$ cat config.mk
export PLATFORM = sky130hd
export DESIGN_NAME = uart_term_writer
export DESIGN_NICKNAME = d
export VERILOG_FILES = /design/src/rtl/uart_term_writer.sv
export SDC_FILE = /design/constraint.sdc
export NUM_CORES = 1
export LEC_CHECK = 0
export ABC_AREA = 0
export CAP_MARGIN = 10
export CORE_UTILIZATION = 45
export CTS_CLUSTER_SIZE = 28
export DETAILED_ROUTE_END_ITERATION = 10
export PLACE_DENSITY_LB_ADDON = 0.15
export SYNTH_ARGS = -nofsm -noshare
export SYNTH_HDL_FRONTEND = slang
export SYNTH_SLANG_ARGS = --single-unit
$ cat constraint.sdc
create_clock -name clk -period 7.86 [get_ports clk]
set_input_delay 1.572 -clock clk [delete_from_list [all_inputs] [get_ports clk]]
set_output_delay 1.572 -clock clk [all_outputs]
set_load 0.01 [all_outputs]
$ cat src/rtl/uart_term_writer.sv
// uart_term_writer: terminal sink for received UART bytes. Printable bytes go
// into a character VRAM at the cursor; CR/LF/BS/FF move the cursor or clear.
// Rows are circular; top_row tells the renderer which row is oldest on screen.
`timescale 1ns/1ps
module uart_term_writer #(
  parameter int          COLS   = 80,
  parameter int          ROWS   = 30,
  parameter int          ADDR_W = 12,
  parameter logic [7:0]  BLANK  = 8'h20
) (
  input  logic                      clk,
  input  logic                      rst,
  input  logic [7:0]                term_in_tdata,
  input  logic                      term_in_tvalid,
  output logic                      term_in_tready,
  output logic                      vram_we,
  output logic [ADDR_W-1:0]         vram_addr,
  output logic [7:0]                vram_wdata,
  output logic [$clog2(COLS)-1:0]   cursor_col,
  output logic [$clog2(ROWS)-1:0]   cursor_row,
  output logic [$clog2(ROWS)-1:0]   top_row
);
  localparam int CW = $clog2(COLS);
  localparam int RW = $clog2(ROWS);
  localparam logic [ADDR_W-1:0] LAST_ADDR = ADDR_W'(COLS*ROWS-1);
  localparam logic [ADDR_W-1:0] COLS_A    = ADDR_W'(COLS);
  localparam logic [ADDR_W-1:0] LAST_CIDX = ADDR_W'(COLS-1);
  localparam logic [CW-1:0]     LAST_COL  = CW'(COLS-1);
  localparam logic [RW-1:0]     LAST_ROW  = RW'(ROWS-1);

  typedef enum logic [1:0] {CLR_ALL, IDLE, CLR_LINE} state_t;

  state_t              state, state_n;
  logic [CW-1:0]       col, col_n;
  logic [RW-1:0]       row, row_n, top, top_n;
  logic [ADDR_W-1:0]   row_base, row_base_n, clr_idx, clr_idx_n;
  logic                full, full_n;
  logic                we_n;
  logic [ADDR_W-1:0]   addr_n;
  logic [7:0]          wdata_n;

  // Values a row advance would produce; row_base tracks row*COLS by addition.
  logic [RW-1:0]       adv_row, adv_top;
  logic [ADDR_W-1:0]   adv_base;
  logic                adv_full;

  assign term_in_tready = (state == IDLE);
  assign cursor_col     = col;
  assign cursor_row     = row;
  assign top_row        = top;

  // Row-advance arithmetic: wrap row and row_base together, latch full on wrap.
  always_comb begin
    adv_row  = (row == LAST_ROW) ? '0 : row + RW'(1);
    adv_base = (row == LAST_ROW) ? '0 : row_base + COLS_A;
    adv_full = full | (row == LAST_ROW);
    adv_top  = '0;
    if (adv_full) adv_top = (adv_row == LAST_ROW) ? '0 : adv_row + RW'(1);
  end

  // Next-state and registered-output decode for clears and byte handling.
  always_comb begin
    state_n    = state;
    col_n      = col;
    row_n      = row;
    top_n      = top;
    row_base_n = row_base;
    full_n     = full;
    clr_idx_n  = clr_idx;
    we_n       = 1'b0;
    addr_n     = vram_addr;
    wdata_n    = vram_wdata;
    case (state)
      CLR_ALL: begin
        we_n    = 1'b1;
        addr_n  = clr_idx;
        wdata_n = BLANK;
        if (clr_idx == LAST_ADDR) begin
          clr_idx_n = '0;
          state_n   = IDLE;
        end else begin
          clr_idx_n = clr_idx + ADDR_W'(1);
        end
      end
      CLR_LINE: begin
        we_n    = 1'b1;
        addr_n  = row_base + clr_idx;
        wdata_n = BLANK;
        if (clr_idx == LAST_CIDX) begin
          clr_idx_n = '0;
          state_n   = IDLE;
        end else begin
          clr_idx_n = clr_idx + ADDR_W'(1);
        end
      end
      default: begin
        if (term_in_tvalid) begin
          if (term_in_tdata >= 8'h20 && term_in_tdata <= 8'h7E) begin
            we_n    = 1'b1;
            addr_n  = row_base + ADDR_W'(col);
            wdata_n = term_in_tdata;
            if (col == LAST_COL) begin
              col_n      = '0;
              row_n      = adv_row;
              row_base_n = adv_base;
              full_n     = adv_full;
              top_n      = adv_top;
              clr_idx_n  = '0;
              state_n    = CLR_LINE;
            end else begin
              col_n = col + CW'(1);
            end
          end else if (term_in_tdata == 8'h0D) begin
            col_n = '0;
          end else if (term_in_tdata == 8'h0A) begin
            col_n      = '0;
            row_n      = adv_row;
            row_base_n = adv_base;
            full_n     = adv_full;
            top_n      = adv_top;
            clr_idx_n  = '0;
            state_n    = CLR_LINE;
          end else if (term_in_tdata == 8'h08) begin
            if (col != '0) begin
              col_n   = col - CW'(1);
              we_n    = 1'b1;
              addr_n  = row_base + ADDR_W'(col - CW'(1));
              wdata_n = BLANK;
            end
          end else if (term_in_tdata == 8'h0C) begin
            col_n      = '0;
            row_n      = '0;
            row_base_n = '0;
            full_n     = 1'b0;
            top_n      = '0;
            clr_idx_n  = '0;
            state_n    = CLR_ALL;
          end
        end
      end
    endcase
  end

  // State register; reset always restarts with a full-screen clear.
  always_ff @(posedge clk) begin
    if (rst) begin
      state      <= CLR_ALL;
      col        <= '0;
      row        <= '0;
      top        <= '0;
      row_base   <= '0;
      full       <= 1'b0;
      clr_idx    <= '0;
      vram_we    <= 1'b0;
      vram_addr  <= '0;
      vram_wdata <= '0;
    end else begin
      state      <= state_n;
      col        <= col_n;
      row        <= row_n;
      top        <= top_n;
      row_base   <= row_base_n;
      full       <= full_n;
      clr_idx    <= clr_idx_n;
      vram_we    <= we_n;
      vram_addr  <= addr_n;
      vram_wdata <= wdata_n;
    end
  end
endmodule

* Word-level counts from Yosys, hierarchy flattened
Cells that the tools add are included.
Storage, ports and cells: register bits 65, logic and storage cells 144, output and inout bits 39, bits of input ports 11
Operators by class: order comparisons 2, equal/unequal tests 24, reductions and logical operators 23, add/subtract/negate cells 10, bitwise logic cells 2, mux-type cells 72
Operators with widths (number):
- 12-bit 2-to-1 mux | 20
- 5-bit 2-to-1 mux | 13
- 7-bit 2-to-1 mux | 7
- 12-bit one-hot mux with 2 select lines | 2
- 8-bit 2-to-1 mux | 5
- 8-bit by 4-bit equality test with 1-bit output (second input constant) | 4
- 12-bit adder | 2
- 5-bit AND reduction | 4
- 2-bit 2-to-1 mux | 9
- 1-bit 2-to-1 mux | 13
- 12-bit by 1-bit adder with 12-bit output (second input constant) | 1
- 12-bit by 7-bit adder with 12-bit output | 1
- 12-bit by 7-bit adder with 12-bit output (second input constant) | 1
- 12-bit equality test (second input constant) | 1
- 12-bit by 7-bit equality test with 1-bit output (second input constant) | 1
- 6-bit 2-to-1 mux | 2
- 3-bit nonzero test | 4
- 5-bit by 1-bit adder with 5-bit output (second input constant) | 2
- 5-bit equality test (second input constant) | 2
- 5-bit nonzero test | 2
- 3-bit inequality test (second input constant) | 3
- 8-bit by 6-bit >= comparator with 1-bit output (second input constant) | 1
- 8-bit by 7-bit <= comparator with 1-bit output (second input constant) | 1
- 2-bit inequality test (second input constant) | 4
- 24 further kinds | 28

* Longest topological paths before layout
Gate-level depths: netlist (run 1).
depth after elaboration 9, mapped depth 15, mapped depth without buffers 14

* Worst setup path before layout (run 1)
No wires, ideal clock.
path kind input port to flip-flop, from in term_in_tdata[2], to reg vram_addr[8], path slack 3.100 ns, arrival 4.638 ns, library setup time 0.123 ns, cell stages on the path 15, cells stage by stage buf_2 > nand3_1 > o221a_2 > clkbuf_1 > buf_1 > xnor2_1 > o21ai_0 > ha_1 > fa_1 > a211oi_1 > o21ai_0 > a2111oi_0 > nor3_1 > xnor2_1 > o21ai_1
Between the ends: word-level cells in the longest chain between the ends 5
RTL lines:
- start: declaration | RTL line 13 | input logic [7:0] term_in_tdata,
- 8-bit by 6-bit >= comparator with 1-bit output or 8-bit by 7-bit <= comparator with 1-bit output (tied branches) | RTL line 98 | if (term_in_tdata >= 8'h20 && term_in_tdata <= 8'h7E) begin
- 1-bit logical AND | RTL line 98
- 12-bit 2-to-1 mux | RTL line 98
- 12-bit 2-to-1 mux | RTL line 97 | if (term_in_tvalid) begin
- 12-bit one-hot mux with 2 select lines | RTL line 73 | case (state)
- end signal: assignment | RTL line 166 | vram_addr <= addr_n;
- end: declaration | RTL line 17 | output logic [ADDR_W-1:0] vram_addr,
Parallel ways exist; a longest one is shown, timed or not. The select of a mux whose other input is x is not followed. A chain may end at the register's enable or synchronous reset.

* Worst setup path after layout (run 1)
from in term_in_tdata[2], to reg vram_addr[9]
The elaborated chain is that of the path after synthesis.

==> impl_metrics.env, run 1 <==
export IMPL_run_status="finished clean"
export IMPL_fin_crit_sh_pct=67.5
export IMPL_syn_avg_cell_area_um2=7.89
export IMPL_syn_to_final_growth_pct=18.0
export IMPL_placed_cell_area_um2=4620
export IMPL_grt_setup_unrepaired="false"
export IMPL_relSlewSlack_pct=32.3
export IMPL_grt_pass1_wl_mm=18.5
export IMPL_placeableCoreArea_um2=8760
export IMPL_drt_iter0_markers=162
export IMPL_synth_nets=553
export IMPL_antenna_cells=0
export IMPL_die_w_um=97.5
export IMPL_slew_viol_final=0
export IMPL_cts_root_buffer_cell="clkbuf_8"
export IMPL_wirelength_mm=11.1
export IMPL_yosysTopAreaCell="dfxtp_1"
export IMPL_tns_ps=0
export IMPL_max_freq_mhz=188
export IMPL_cts_tree="done"
export IMPL_tightest_slew_ps=989
export IMPL_setup_viol=0
export IMPL_cts_setup_buffers=0
export IMPL_seq_area_um2=1300
export IMPL_post_drt_via_cell_ratio=5.94
export IMPL_antenna_found_initial=0
export IMPL_io_buffers=49
export IMPL_stdcell_area_um2=4840
export IMPL_gp_congestion=0.949
export IMPL_start_util_pct=46.8
export IMPL_drc=0
export IMPL_synth_area_um2=4100
export IMPL_maxCapViolations=0
export IMPL_ctsLongestPathBuffers=2
export IMPL_hold_violations=0
export IMPL_p_leak_nw=1.83
export IMPL_critPathLaunchType="input pin"
export IMPL_htreeDepth=3
export IMPL_placementRows=34
export IMPL_end_kind="register"
export IMPL_die_y_um=97.5
export IMPL_clkTransAtPathRegs_ps=80
export IMPL_ys_types=61
export IMPL_grt_pass1_vias=3639
export IMPL_synth_edf_count=0
export IMPL_track_usage_pct=23.8
export IMPL_seq_area_frac_synth_pct=31.7
export IMPL_fill_cells=841
export IMPL_insertion_delay_ps=360
export IMPL_wl_per_cell_um=16.7
export IMPL_post_route_min_period_ps=5310
export IMPL_vias=3943
export IMPL_crit_arrival_ps=5560
export IMPL_min_path_type="reg2reg"
export IMPL_skew_ps=14.0
export IMPL_postRouteAntennaNets=0
export IMPL_crit_fanout=10
export IMPL_ios=50
export IMPL_drive_gt1_share_pct=5.94
export IMPL_ys_warn_count=0
export IMPL_clock_sinks=65
export IMPL_grt_ovfl_total=0
export IMPL_power_density_nw_per_um2=148
export IMPL_drt_first_pass_iters=5
export IMPL_synth_top_cells_by_area="dfxtp_1, ha_1, nand2_1, nor2_1, a21oi_1"
export IMPL_yosys_register_bits=65
export IMPL_vdd_ir_drop_max_v=0.000102
export IMPL_hold_buffers=0
export IMPL_fin_total_pwr_w=0.000717
export IMPL_synthArstFlopShare_pct=0
export IMPL_fp_dieArea_um2=9500
export IMPL_worst_slack_ps=2550
export IMPL_numCtsBuffers=9
export IMPL_multi_input_area_um2=2600
export IMPL_criticalPathCategory="in2reg"
export IMPL_dp_hpwl_mm=7.67
export IMPL_synth_top_cell_area_share_pct=31.7
export IMPL_grt_max_degree=53
export IMPL_cts_resized=0
export IMPL_ys_flop_type="dfxtp_1"
export IMPL_cp_required_ps=8120
export IMPL_fin_nets=584
export IMPL_synthCells=520
export IMPL_pre_cts_ws_ps=2300
## cell usage after synthesis (13+ instances only)
library cell,count
inv_1,17
a21oi_1,36
nand2_1,60
dfxtp_1,65
ha_1,21
nand3_1,28
a311oi_1,17
o21ai_0,27
clkbuf_1,25
nor2_1,49
xnor2_1,13
## report_power, final
part	switching (W)	total [W]	leakage [nW]	internal [W]
combinational	0.0000368	0.0000608	1.19	0.0000240
sequential	0.00000348	0.000335	0.525	0.000332
clock	0.000143	0.000321	0.109	0.000178
## worst paths after layout
kind / start / end / slack, ps / cells after the start
worst min-delay path: top_row[0] / top_row[0] / 450 / 2
worst max-delay path: term_in_tdata[2] / vram_addr[9] / 2550 / 13
worst min register to register: top_row[0] / top_row[0] / 450 / 2
worst max register to register: state[0] / vram_addr[9] / 4080 / 11
## cells by family after synthesis
group	Yosys count	share of synthesized area, %
compound gates	165	28.3
xor+xnor	24	5.12
fa+ha+maj	22	6.89
buf+inv	51	4.91
flops	65	31.7
mux	6	1.77
simple gates	187	21.3
## metal layers
layer / track usage, % / vias up / share of wire, %
met4: 6.45 / 0 / 1.0
met5: 0 / - / 0
met2: 37.5 / 102 / 46
met3: 4.89 / 9 / 5.0
met1: 33.0 / 1846 / 48
li1: - / 1986 / -
## sequential cells by signal, summed over array words and instances, names as in the netlist
name,cells
top_row,5
row_base,12
vram_wdata,8
full,1
cursor_col,7
vram_addr,12
state,2
vram_we,1
cursor_row,5
clr_idx,12
## cell usage in the layout, fill, tap and decap left out, types with 7 or more instances in the layout
cell	n
a211oi_1	10
a21o_1	11
a21oi_1	36
a311oi_1	17
a32oi_1	7
and3_1	8
clkbuf_8	9
clkdlybuf4s50_1	48
dfxtp_1	65
ha_1	21
inv_1	17
nand2_1	60
nand3_1	28
nor2_1	49
nor3_1	11
o21ai_0	27
o31ai_1	8
xnor2_1	13
xor2_1	11
## critical path, cell delays in order
cell	delay, ps
clkdlybuf4s50_1	680
nand3_1	190
o221ai_2	470
nor2_1	100
a211oi_1	270
a21o_1	170
ha_1	250
a211o_1	290
a2111oi_0	860
o31ai_1	190
xnor2_1	170
o21ai_1	80
a311oi_1	270
## metrics by stage
step / std cells / util (%) / hold slack [ps]
global route: 664 / 55.3 / 478
floorplan: 520 / - / 437
global placement: 648 / 52.8 / 441
CTS: 664 / 55.3 / 455
detailed placement: 648 / 52.8 / 443
finish: 664 / 55.3 / 455
## area by class of cell
| type | instances | area share, % |
|---|---|---|
| clock buffers | 9 | 2.56 |
| clock inverters | 7 | 1.96 |
| inverters | 17 | 1.32 |
| multi-input cells | 404 | 53.7 |
| flip-flops and latches | 65 | 26.9 |
| well taps | 108 | 2.79 |
| repair buffers | 54 | 10.8 |
No activity file was read; power rests on OpenSTA's default activity.
==> inputs of run 2 (changes only) <==
clock period = 4.66 ns   (was 7.86 ns; I/O delays follow)
==> run 2 against run 1 <==
  * Clock-buffer cell count did not move
  * Global-route usage stayed put
  * Largest cell class unchanged
  * Highest routed layer unchanged
  * Total power increased by 60%
  * Via count rose by 1.7%
==> impl_metrics.env, run 2 (synthesis results as in run 1) <==
export IMPL_run_status="finished clean"
export IMPL_grt_pass1_vias=3663
export IMPL_ctsLongestPathBuffers=2
export IMPL_slew_viol_final=0
export IMPL_reg2reg_slack_ps=1260
export IMPL_pre_cts_ws_ps=350
export IMPL_grt_setup_unrepaired="false"
export IMPL_clock_sinks=65
export IMPL_placementRows=34
export IMPL_critPathLaunchType="input pin"
export IMPL_internal_power_w=0.000846
export IMPL_io_buffers=49
export IMPL_crit_fanout=7
export IMPL_die_y_um=97.5
export IMPL_cts_tree="done"
export IMPL_clkPwrFrac_pct=41.4
export IMPL_syn_to_final_growth_pct=19.0
export IMPL_final_cell_mix="dfxtp_1, nand2_1, nor2_1, clkdlybuf4s50_1, a21oi_1"
export IMPL_p_leak_nw=1.85
export IMPL_skew_ps=13.8
export IMPL_worst_slack_ps=694
export IMPL_hold_buffers=0
export IMPL_fp_dieArea_um2=9500
export IMPL_wl_per_cell_um=16.5
export IMPL_drc=0
export IMPL_cp_required_ps=4920
export IMPL_dp_hpwl_mm=7.82
export IMPL_final_common_cell="dfxtp_1"
export IMPL_grt_max_degree=52
export IMPL_clkTransAtPathRegs_ps=80
export IMPL_drive_gt1_share_pct=7.27
export IMPL_grt_ovfl_total=0
export IMPL_antenna_cells=0
export IMPL_cts_setup_buffers=0
export IMPL_setup_viol=0
export IMPL_vdd_ir_drop_max_v=0.000126
export IMPL_tightest_slew_ps=782
export IMPL_numCtsBuffers=9
export IMPL_power_frac_seq_pct=49.1
export IMPL_gp_congestion=0.864
export IMPL_vias=4012
export IMPL_tns_ps=0
export IMPL_track_usage_pct=23.8
export IMPL_swShare_pct=26.5
export IMPL_power_density_nw_per_um2=236
export IMPL_maxCapViolations=0
export IMPL_fin_nets=594
export IMPL_htreeDepth=3
export IMPL_grt_pass1_wl_mm=18.4
export IMPL_reg_top3="clr_idx x12, row_base x12, vram_addr x12"
export IMPL_criticalPathCategory="in2reg"
export IMPL_start_util_pct=46.8
export IMPL_relSlewSlack_pct=47.2
export IMPL_reg2regPathDepth=11
export IMPL_placeableCoreArea_um2=8760
export IMPL_wirelength_mm=11.1
export IMPL_drt_iter0_markers=174
export IMPL_end_kind="register"
export IMPL_post_drt_via_cell_ratio=5.97
export IMPL_drt_first_pass_iters=4
export IMPL_switchingPower_w=0.000305
export IMPL_ios=50
export IMPL_min_path_type="reg2reg"
export IMPL_antenna_found_initial=0
export IMPL_cts_root_buffer_cell="clkbuf_8"
export IMPL_postRouteAntennaNets=0
export IMPL_die_w_um=97.5
export IMPL_fin_crit_sh_pct=85.1
export IMPL_max_freq_mhz=252
export IMPL_crit_arrival_ps=4230
export IMPL_hold_depth=2
export IMPL_hold_violations=0
export IMPL_cts_resized=0
export IMPL_post_route_min_period_ps=3970
export IMPL_insertion_delay_ps=350
export IMPL_pwr_share_comb_pct=9.5
-- run 2: stage by stage --
step | util (%) | power, W | cell area (um^2) | hold WS, ps | std cells
2_1_floorplan | - | 0.000647 | 4100 | 437 | 520
3_3_place_gp | 53.6 | 0.000685 | 4700 | 443 | 658
3_5_place_dp | 53.6 | 0.000687 | 4700 | 449 | 658
4_1_cts | 55.7 | 0.00116 | 4880 | 460 | 672
5_1_grt | 55.7 | 0.00120 | 4880 | 487 | 672
6_report | 55.7 | 0.00115 | 4880 | 455 | 672
-- run 2: path summary, 6_finish.rpt --
path	start	endpoint
setup / recovery	term_in_tdata[4]	vram_addr[9]
hold / removal	top_row[0]	top_row[0]
setup reg to reg	state[1]	vram_addr[9]
hold reg to reg	top_row[0]	top_row[0]
-- run 2: metal layers --
metal  vias up  part of all wire [%]  track usage [%]
li1       2009                     -                -
met1      1891                    49             32.4
met2       100                    46             38.2
met3        12                   3.7             4.46
met4         0                   1.4             7.47
met5         -                     0                0
-- run 2: final cells by class --
type                            instances  area (um^2)
Clock buffer                            9          124
Clock inverter                          5         58.8
Fill cell                             819         3880
Inverter                               17         63.8
Multi-Input combinational cell        404         2600
Sequential cell                        65         1300
Tap cell                              108          135
Timing Repair Buffer                   64          598
-- run 2: power groups by stage --
stage          clock network [W]  logic (W)  registers (W)
2_1_floorplan                  0  0.0000699       0.000577
3_3_place_gp                   0   0.000106       0.000578
3_5_place_dp                   0   0.000108       0.000579
4_1_cts                 0.000485   0.000109       0.000565
5_1_grt                 0.000509   0.000120       0.000566
6_report                0.000476   0.000109       0.000566
-- run 2: worst max-delay path, stage by stage --
cell and delay (ps):
clkdlybuf4s50_1 520, nand4_1 190, o221ai_2 370, nor2_1 80, a211oi_1 250, a21o_1 160, ha_1 250, a211o_1 310
a2111oi_0 390, buf_4 200, o31ai_1 80, xnor2_1 150, o21ai_1 90, a311oi_1 250
==> inputs of run 3 (changes only) <==
--- a/config.mk
+++ b/config.mk
@@ -9,2 +9,3 @@
 export CAP_MARGIN = 10
+export CORE_MARGIN = 2
 export CORE_UTILIZATION = 45
@@ -13,2 +14,3 @@
 export PLACE_DENSITY_LB_ADDON = 0.15
+export SKIP_LAST_GASP = 1
 export SYNTH_ARGS = -nofsm -noshare
--- a/constraint.sdc
+++ b/constraint.sdc
@@ -3,2 +3,2 @@
 set_output_delay 0.932 -clock clk [all_outputs]
-set_load 0.01 [all_outputs]
+set_load 0.05 [all_outputs]
==> run 3 against run 2 <==
  * Wire length decreased by 0.51%
  * Sequential share of layout area decreased by 0.28 points
  * Cell area increased by 1.1%
  * Maximum frequency decreased by 3.2%
  * Critical path depth unchanged
  * Sequential power about the same
  * Worst setup slack got worse by 130 ps
  * Combinational power increased by 6%
  * Total power increased by 13%
  * Hold slack got worse by 1.3 ps
  * First-iteration DRC count increased by 1.7%
==> impl_metrics.env, run 3 (synthesis results as in run 1) <==
export IMPL_max_freq_mhz=244
export IMPL_maxCapViolations=0
export IMPL_placementRows=34
export IMPL_clkPwrFrac_pct=47.6
export IMPL_critPathLaunchType="input pin"
export IMPL_placeableCoreArea_um2=8760
export IMPL_dp_hpwl_mm=7.89
export IMPL_gp_congestion=0.897
export IMPL_drc=0
export IMPL_insertion_delay_ps=360
export IMPL_skew_ps=11.2
export IMPL_post_drt_via_cell_ratio=6.03
export IMPL_post_route_min_period_ps=4100
export IMPL_reg_top3="clr_idx x12, row_base x12, vram_addr x12"
export IMPL_internal_power_w=0.000975
export IMPL_tns_ps=0
export IMPL_fin_nets=591
export IMPL_grt_max_degree=52
export IMPL_htreeDepth=3
export IMPL_multi_input_area_um2=2600
export IMPL_wirelength_mm=11.0
export IMPL_postRouteAntennaNets=0
export IMPL_fp_dieArea_um2=9900
export IMPL_cts_setup_buffers=0
export IMPL_criticalPathCategory="in2reg"
export IMPL_numCtsBuffers=9
export IMPL_vias=4045
export IMPL_ios=50
export IMPL_slew_viol_final=0
export IMPL_clock_sinks=65
export IMPL_wl_per_cell_um=16.4
export IMPL_vdd_ir_drop_max_v=0.000137
export IMPL_drt_first_pass_iters=5
export IMPL_p_leak_nw=1.88
export IMPL_antenna_found_initial=0
export IMPL_setup_viol=0
export IMPL_run_status="finished clean"
export IMPL_fin_crit_sh_pct=87.9
export IMPL_cts_tree="done"
export IMPL_final_cell_mix="dfxtp_1, nand2_1, nor2_1, clkdlybuf4s50_1, a21oi_1"
export IMPL_drive_gt1_share_pct=7.10
export IMPL_track_usage_pct=22.6
export IMPL_tightest_slew_ps=785
export IMPL_syn_to_final_growth_pct=20.2
export IMPL_swShare_pct=24.9
export IMPL_clkTransAtPathRegs_ps=80
export IMPL_cp_required_ps=4930
export IMPL_grt_pass1_wl_mm=18.0
export IMPL_hold_violations=0
export IMPL_min_path_type="reg2reg"
export IMPL_fill_cells=850
export IMPL_grt_pass1_vias=3609
export IMPL_drt_iter0_markers=177
export IMPL_pwr_share_comb_pct=8.8
export IMPL_ctsLongestPathBuffers=2
export IMPL_cts_resized=0
export IMPL_grt_setup_unrepaired="false"
export IMPL_relSlewSlack_pct=47.0
export IMPL_hold_buffers=0
export IMPL_end_kind="register"
export IMPL_final_common_cell="dfxtp_1"
export IMPL_start_util_pct=46.8
export IMPL_cts_root_buffer_cell="clkbuf_8"
export IMPL_antenna_cells=0
export IMPL_crit_arrival_ps=4370
export IMPL_pre_cts_ws_ps=300
export IMPL_seq_area_um2=1300
export IMPL_grt_ovfl_total=0
export IMPL_switchingPower_w=0.000324
export IMPL_power_density_nw_per_um2=263
export IMPL_die_w_um=99.5
export IMPL_power_frac_seq_pct=43.5
export IMPL_crit_fanout=6
export IMPL_worst_slack_ps=562
export IMPL_die_y_um=99.5
export IMPL_io_buffers=49
## run 3: power groups by stage
| stage | Sequential, W | Clock, W | Combinational (W) |
|---|---|---|---|
| detailed placement | 0.000578 | 0 | 0.000113 |
| floorplan | 0.000584 | 0 | 0.0000699 |
| CTS | 0.000565 | 0.000629 | 0.000114 |
| global route | 0.000566 | 0.000648 | 0.000125 |
| global placement | 0.000578 | 0 | 0.000112 |
| finish | 0.000565 | 0.000619 | 0.000115 |
## run 3: through the flow
| stage | total power (W) | util, % | instances | hold slack [ps] | instance area (um^2) |
|---|---|---|---|---|---|
| floorplan | 0.000654 | - | 520 | 437 | 4100 |
| global placement | 0.000690 | 53.3 | 654 | 442 | 4670 |
| detailed placement | 0.000692 | 53.3 | 654 | 448 | 4670 |
| CTS | 0.00131 | 56.2 | 670 | 457 | 4920 |
| global route | 0.00134 | 56.3 | 671 | 491 | 4930 |
| finish | 0.00130 | 56.3 | 671 | 454 | 4930 |
## run 3: critical path, stage by stage
cell and delay [ps]:
clkdlybuf4s50_1 600, nand4_1 210, o221ai_2 340, nand2_1 110, xnor2_1 140, o21ai_0 240
ha_1 350, o21a_1 230, a2111oi_0 450, buf_4 200, o31ai_1 80, xnor2_1 140
o21ai_1 80, a311oi_1 250
## run 3: cell type report
class                      instances  area share [%]
inverter                          17            1.29
clock inverter                     6            2.33
tap                              108            2.74
timing repair buffer              61            11.7
clock buffer                      10            2.79
multi-input combinational        404            52.7
sequential                        65            26.4
## run 3: final timing paths
kind | slack, ps | to | start | cells past startpoint
setup reg to reg | 1250 | vram_addr[9] | cursor_col[0] | 13
hold reg to reg | 450 | top_row[0] | top_row[0] | 2
hold / removal | 450 | top_row[0] | top_row[0] | 2
setup / recovery | 560 | vram_addr[9] | term_in_tdata[5] | 14
## run 3: routing by layer
metal	global-route usage [%]	share of wire [%]	wire length, um	vias up
met2	36.0	45	4990	135
met1	29.8	47	5150	1894
li1	-	-	-	1994
met4	11.3	2.7	302	0
met3	3.30	5.2	573	22
met5	0	0	0	-
